[config.mk]
export PLATFORM = sky130hd
export DESIGN_NAME = pwm_ramp_controller
export DESIGN_NICKNAME = d
export VERILOG_FILES = /design/src/rtl/pwm_ramp_controller.sv
export SDC_FILE = /design/constraint.sdc
export NUM_CORES = 1
export LEC_CHECK = 0
export BUFFER_PORTS_ARGS = -buffer_cell sky130_fd_sc_hd__buf_2
export CAP_MARGIN = 25
export CORE_MARGIN = 2
export CORE_UTILIZATION = 63
export DETAILED_ROUTE_END_ITERATION = 8
export PLACE_DENSITY = 0.95
export SLEW_MARGIN = 20
export SYNTH_ARGS = -nofsm -noshare
export SYNTH_HDL_FRONTEND = slang
export SYNTH_SLANG_ARGS = --single-unit
[constraint.sdc]
create_clock -name clk -period 7.3 [get_ports clk]
set_input_delay 2.19 -clock clk [delete_from_list [all_inputs] [get_ports clk]]
set_output_delay 2.19 -clock clk [all_outputs]
set_load 0.01 [all_outputs]
[src/rtl/pwm_ramp_controller.sv]
`timescale 1ns/1ps
// pwm_ramp_controller: drives the step strobe and duty input of a pwm instance.
// A prescaler generates step, a mirror of the pwm counter finds period ends, and a
// rate counter turns every (rate+1)-th period end into a duty update. The FSM either
// ramps duty to a commanded target or breathes it between 0 and the target.
module pwm_ramp_controller #(
    parameter int unsigned N          = 8,
    parameter int unsigned PRESCALE_W = 16,
    parameter int unsigned RATE_W     = 16
) (
    input  logic                  clk,
    input  logic                  rst,
    input  logic                  ena,
    input  logic [PRESCALE_W-1:0] prescale,
    input  logic [RATE_W-1:0]     rate,
    input  logic                  cmd_valid,
    output logic                  cmd_ready,
    input  logic [N-1:0]          cmd_target,
    input  logic                  cmd_breathe,
    output logic                  step,
    output logic [N-1:0]          duty,
    output logic                  busy,
    output logic                  done
);

    typedef enum logic [2:0] {
        StIdle,
        StRamp,
        StHold,
        StBrthUp,
        StBrthDn
    } state_e;

    state_e                state_q, state_d;
    logic [PRESCALE_W-1:0] pre_cnt_q, pre_cnt_d;
    logic [N-1:0]          per_cnt_q, per_cnt_d;
    logic [RATE_W-1:0]     rate_cnt_q, rate_cnt_d;
    logic [N-1:0]          target_q, target_d;
    logic [N-1:0]          duty_q, duty_d;
    logic                  step_q, step_d;
    logic                  done_q, done_d;

    logic                  pre_wrap;
    logic                  period_end;
    logic                  rate_hit;
    logic                  accept;
    logic                  upd;

    // Status outputs decoded from the registered state only, so cmd_ready never
    // depends combinationally on cmd_valid.
    always_comb begin
        cmd_ready = (state_q != StRamp);
        busy      = (state_q == StRamp) || (state_q == StBrthUp) || (state_q == StBrthDn);
    end

    assign step = step_q;
    assign duty = duty_q;
    assign done = done_q;

    assign accept = cmd_valid & cmd_ready;

    // ------------------------------------------------------------------
    // Prescaler
    // ------------------------------------------------------------------

    // >= rather than == so a prescale lowered below the running count wraps at once
    // instead of counting through the whole counter range.
    assign pre_wrap = (pre_cnt_q >= prescale);

    // Prescale counter next state and the registered step strobe.
    always_comb begin
        pre_cnt_d = '0;
        step_d    = 1'b0;
        if (ena) begin
            step_d    = pre_wrap;
            pre_cnt_d = pre_wrap ? '0 : pre_cnt_q + 1'b1;
        end
    end

    // Prescale counter and step registers.
    always_ff @(posedge clk or negedge rst) begin
        if (!rst) begin
            pre_cnt_q <= '0;
            step_q    <= 1'b0;
        end else begin
            pre_cnt_q <= pre_cnt_d;
            step_q    <= step_d;
        end
    end

    // ------------------------------------------------------------------
    // PWM period mirror
    // ------------------------------------------------------------------

    // The mirror advances on the same step the pwm instance sees, so the last step of
    // its period is the one taken while the mirror sits at all-ones.
    assign period_end = step_q & (per_cnt_q == '1);

    // Period mirror next state; cleared while sequencing is frozen.
    always_comb begin
        per_cnt_d = '0;
        if (ena) begin
            per_cnt_d = step_q ? per_cnt_q + 1'b1 : per_cnt_q;
        end
    end

    // Period mirror register.
    always_ff @(posedge clk or negedge rst) begin
        if (!rst) begin
            per_cnt_q <= '0;
        end else begin
            per_cnt_q <= per_cnt_d;
        end
    end

    // ------------------------------------------------------------------
    // Rate counter
    // ------------------------------------------------------------------

    assign rate_hit = (rate_cnt_q >= rate);

    // A new command owns the update slot: an update coinciding with acceptance is dropped.
    assign upd = ena & ~accept & period_end & rate_hit;

    // Rate counter next state; restarts on a new command or while frozen.
    always_comb begin
        rate_cnt_d = rate_cnt_q;
        if (accept || !ena) begin
            rate_cnt_d = '0;
        end else if (period_end) begin
            rate_cnt_d = rate_hit ? '0 : rate_cnt_q + 1'b1;
        end
    end

    // Rate counter register.
    always_ff @(posedge clk or negedge rst) begin
        if (!rst) begin
            rate_cnt_q <= '0;
        end else begin
            rate_cnt_q <= rate_cnt_d;
        end
    end

    // ------------------------------------------------------------------
    // Sequencing FSM
    // ------------------------------------------------------------------

    // Next state, duty and done. Acceptance takes priority over everything else and
    // leaves duty where it is; the new command continues from the current value.
    always_comb begin
        state_d  = state_q;
        duty_d   = duty_q;
        target_d = target_q;
        done_d   = 1'b0;

        if (accept) begin
            target_d = cmd_target;
            state_d  = cmd_breathe ? StBrthUp : StRamp;
        end else if (ena) begin
            case (state_q)
                StRamp: begin
                    // Checked before the update so a zero-distance ramp finishes at once.
                    if (duty_q == target_q) begin
                        state_d = StHold;
                        done_d  = 1'b1;
                    end else if (upd) begin
                        duty_d = (duty_q < target_q) ? duty_q + 1'b1 : duty_q - 1'b1;
                    end
                end

                StBrthUp: begin
                    if ((target_q == '0) && (duty_q == '0)) begin
                        // A zero peak cannot oscillate; settle like a finished ramp.
                        state_d = StHold;
                        done_d  = 1'b1;
                    end else if (duty_q >= target_q) begin
                        // Already at or above the peak: turn round without moving.
                        state_d = StBrthDn;
                    end else if (upd) begin
                        duty_d = duty_q + 1'b1;
                        if ((duty_q + 1'b1) == target_q) begin
                            state_d = StBrthDn;
                        end
                    end
                end

                StBrthDn: begin
                    if (duty_q == '0) begin
                        state_d = StBrthUp;
                    end else if (upd) begin
                        duty_d = duty_q - 1'b1;
                        if (duty_q == {{(N-1){1'b0}}, 1'b1}) begin
                            state_d = StBrthUp;
                        end
                    end
                end

                default: begin
                    state_d = state_q;
                end
            endcase
        end
    end

    // FSM, latched target, duty and done registers.
    always_ff @(posedge clk or negedge rst) begin
        if (!rst) begin
            state_q  <= StIdle;
            target_q <= '0;
            duty_q   <= '0;
            done_q   <= 1'b0;
        end else begin
            state_q  <= state_d;
            target_q <= target_d;
            duty_q   <= duty_d;
            done_q   <= done_d;
        end
    end

endmodule

==> reports/metrics.yaml <==
arrival_ns: 4.56
post-route-util: 0.729
drtIter0Drc: 302
postSynthAreaPerCell_um2: 8.80
numCtsBuffers: 9
grt_pass1_vias: 3825
htreeDepth: 3
drive_above_1_share: 0.170
io_pins: 57
die_w_um: 86.9
ys_types: 55
hold_violations: 0
yosys_warnings: 0
post-cts-setup-buffers: 0
max_slew_margin: 0.361
path_clk_slew_ns: 0.07
leakagePower_nw: 2.53
design_area_um2: 4900
ir_worst_vdd_mv: 0.120
netlist_area_um2: 4330
clock_skew_ns: 0.00822
startpoint_type: "primary input"
grt-ovfl-total: 0
grt_setup_unrepaired: "false"
cts-root-buf: "clkbuf_8"
crit_type: "primary input to register"
synth.net_count: 583
cp_data_required_time_ns: 7.57
maxCapViolations: 0
synthSimpleGateAreaFrac: 0.204
grt_max_degree: 62
synth-compound-area-share: 0.152
place_area_um2: 4680
cts_sinks: 61
worst-path-max-fanout: 10
num-fill-cells: 455
synth_cells: 492
cts_tree: "built"
design.core.area_um2: 6720
antenna_found_initial: 0
grt_pass1_wl_um: 17300
dp_hpwl_um: 7190
rows: 30
synth_xor_area_frac: 0.0728
die-height_um: 86.9
drv_slew: 0
postRouteAntennaNets: 0
period_share: 0.587
status: "completed"
yosysSeqAreaShare: 0.352
wl_per_cell_um: 16.1
numPortBuffers: 56
setup_viol: 0
fp.dieArea_um2: 7560
gp_congestion: 0.941
synthFlopType: "dfrtp_1"
initial_core_util: 0.645
synth.area.mux_share: 0.0329
hold_class: "register to register"
endpoint_kind: "register"
dr.pass1.iters: 6
grt_usage: 0.288
via_per_inst: 6.19
synth_top_family_by_area: "simple AND/OR/NAND/NOR gates"
cts_hold_buf: 0
multi_input_area_um2: 2570
ctsResizeCount: 0
worst_pin_slew_ns: 0.954
antenna_cells: 0
fin_nets: 640
p_per_area_nw_per_um2: 149
synth_seq_cells: 61
synth-async-reset-ratio: 1.00
drc: 0
regArea_um2: 1530
wl_um: 10200
fmax_ghz: 0.233
clkLatencyLatePin_ns: 0.35
period_minus_slack_ns: 4.28
synth_fa_ha_area_frac: 0.133
syn_to_final_growth_pct: 13.1
power_mw: 0.732
synth_edf_count: 0
vias: 3927
fin_tns_setup_ns: 0
cts_buffer_depth: 2
==> per-layer routing <==
layer | GRT usage | part of all wire | up-vias
met2 | 0.484 | 0.50 | 179
met5 | 0 | 0 | -
met3 | 0.0398 | 0.062 | 28
li1 | - | - | 1853
met4 | 0.122 | 0.026 | 0
met1 | 0.374 | 0.42 | 1867
==> sequential cells by signal, summed over array words and instances (netlist names) <==
name	flops
target_q	8
pre_cnt_q	16
duty	8
rate_cnt_q	16
done	1
per_cnt_q	8
step	1
state_q	3
==> cell families (layout without fill, tap and decap cells) <==
| kind of cell | after synthesis | after routing |
|---|---|---|
| AND/OR/NAND/NOR | 171 | 171 |
| AO/OA/AOI/OAI | 106 | 106 |
| flip-flops | 61 | 61 |
| buffers and inverters | 59 | 121 |
| adder cells (fa/ha/maj) | 46 | 46 |
| XOR/XNOR | 36 | 36 |
| multiplexers | 13 | 13 |
==> worst max-delay path: stages <==
cell	delay [ns]
buf_2	0.07
inv_1	0.04
ha_1	0.30
a211oi_1	0.25
nor2_1	0.09
a2111oi_2	0.43
o21ai_2	0.19
nor4_2	0.67
nand2_1	0.16
o21ai_1	0.17
==> stage by stage <==
stage	setup WS (ns)	hold WS, ns	cells
after floorplan	3.17	0.468	492
after global routing	2.74	0.549	634
final	3.02	0.517	634
after global placement	2.80	0.496	616
after CTS	3.07	0.515	634
after detailed placement	2.72	0.503	618
==> layout make-up <==
type / instances / area share
Clock buffer: 12 / 0.0317
Clock inverter: 4 / 0.0143
Inverter: 46 / 0.0352
Multi-Input combinational cell: 372 / 0.525
Sequential cell: 61 / 0.311
Tap cell: 80 / 0.0204
Timing Repair Buffer: 59 / 0.0618
==> power breakdown <==
part	switching, mW	internal (mW)
registers	0.00207	0.339
clock network	0.137	0.210
logic	0.0252	0.0184
==> path summary, 6_finish.rpt <==
check | start | end | slack [ns] | depth (start not counted)
max in group asynchronous | rst | target_q[1] | 4.79 | 2
hold reg to reg | rate_cnt_q[10] | rate_cnt_q[10] | 0.52 | 1
setup / recovery | rate[13] | rate_cnt_q[13] | 3.02 | 10
hold / removal | rate_cnt_q[10] | rate_cnt_q[10] | 0.52 | 1
setup reg to reg | duty[5] | duty[4] | 4.41 | 8
min in group asynchronous | rst | duty[5] | 1.97 | 2
==> placed cells by master (no fill, tap or decap), types with 3 or more instances in the layout <==
cell / instances
dfrtp_1: 61
a21oi_1: 24
xor2_1: 19
nor2_1: 48
o21a_1: 3
clkbuf_8: 11
a21o_1: 6
o21ai_0: 27
and2_1: 6
and4_1: 3
nor3_1: 6
a22oi_1: 3
nand4_1: 15
nand2_1: 33
and3_1: 15
nor2b_1: 6
inv_1: 46
mux2_2: 10
a211oi_1: 5
ha_1: 46
o211ai_1: 5
mux2i_1: 3
buf_4: 3
o31ai_1: 3
a31oi_1: 4
o21ai_1: 11
buf_2: 56
nand3_1: 18
or4_1: 5
xnor2_1: 17
==> synth_stat cells, types with 2 or more instances <==
cell type / instances / area share
nand2b_1: 2 / 0.0029
nand2_1: 33 / 0.029
mux2_2: 10 / 0.026
or4_4: 2 / 0.0052
and2_1: 6 / 0.0087
o21ai_0: 27 / 0.031
o31ai_1: 3 / 0.0052
nand3_1: 18 / 0.021
o21a_1: 3 / 0.0052
nor3_1: 6 / 0.0069
nand3b_1: 2 / 0.0035
and4_1: 3 / 0.0061
and3_1: 15 / 0.022
inv_1: 46 / 0.040
o21ai_1: 11 / 0.013
dfrtp_1: 61 / 0.35
clkbuf_1: 10 / 0.0087
ha_1: 46 / 0.13
a211oi_1: 5 / 0.0087
buf_2: 2 / 0.0023
or4_1: 5 / 0.0087
a21o_1: 6 / 0.010
a21boi_0: 2 / 0.0035
a22oi_1: 3 / 0.0052
o211ai_1: 5 / 0.0087
xnor2_1: 17 / 0.034
or3_1: 2 / 0.0029
mux2i_1: 3 / 0.0069
nor2b_1: 6 / 0.0087
nand4_1: 15 / 0.022
nor2_1: 48 / 0.042
or3b_1: 2 / 0.0040
a21oi_1: 24 / 0.028
a31oi_1: 4 / 0.0058
xor2_1: 19 / 0.038
(Power assumes the default switching activity.)
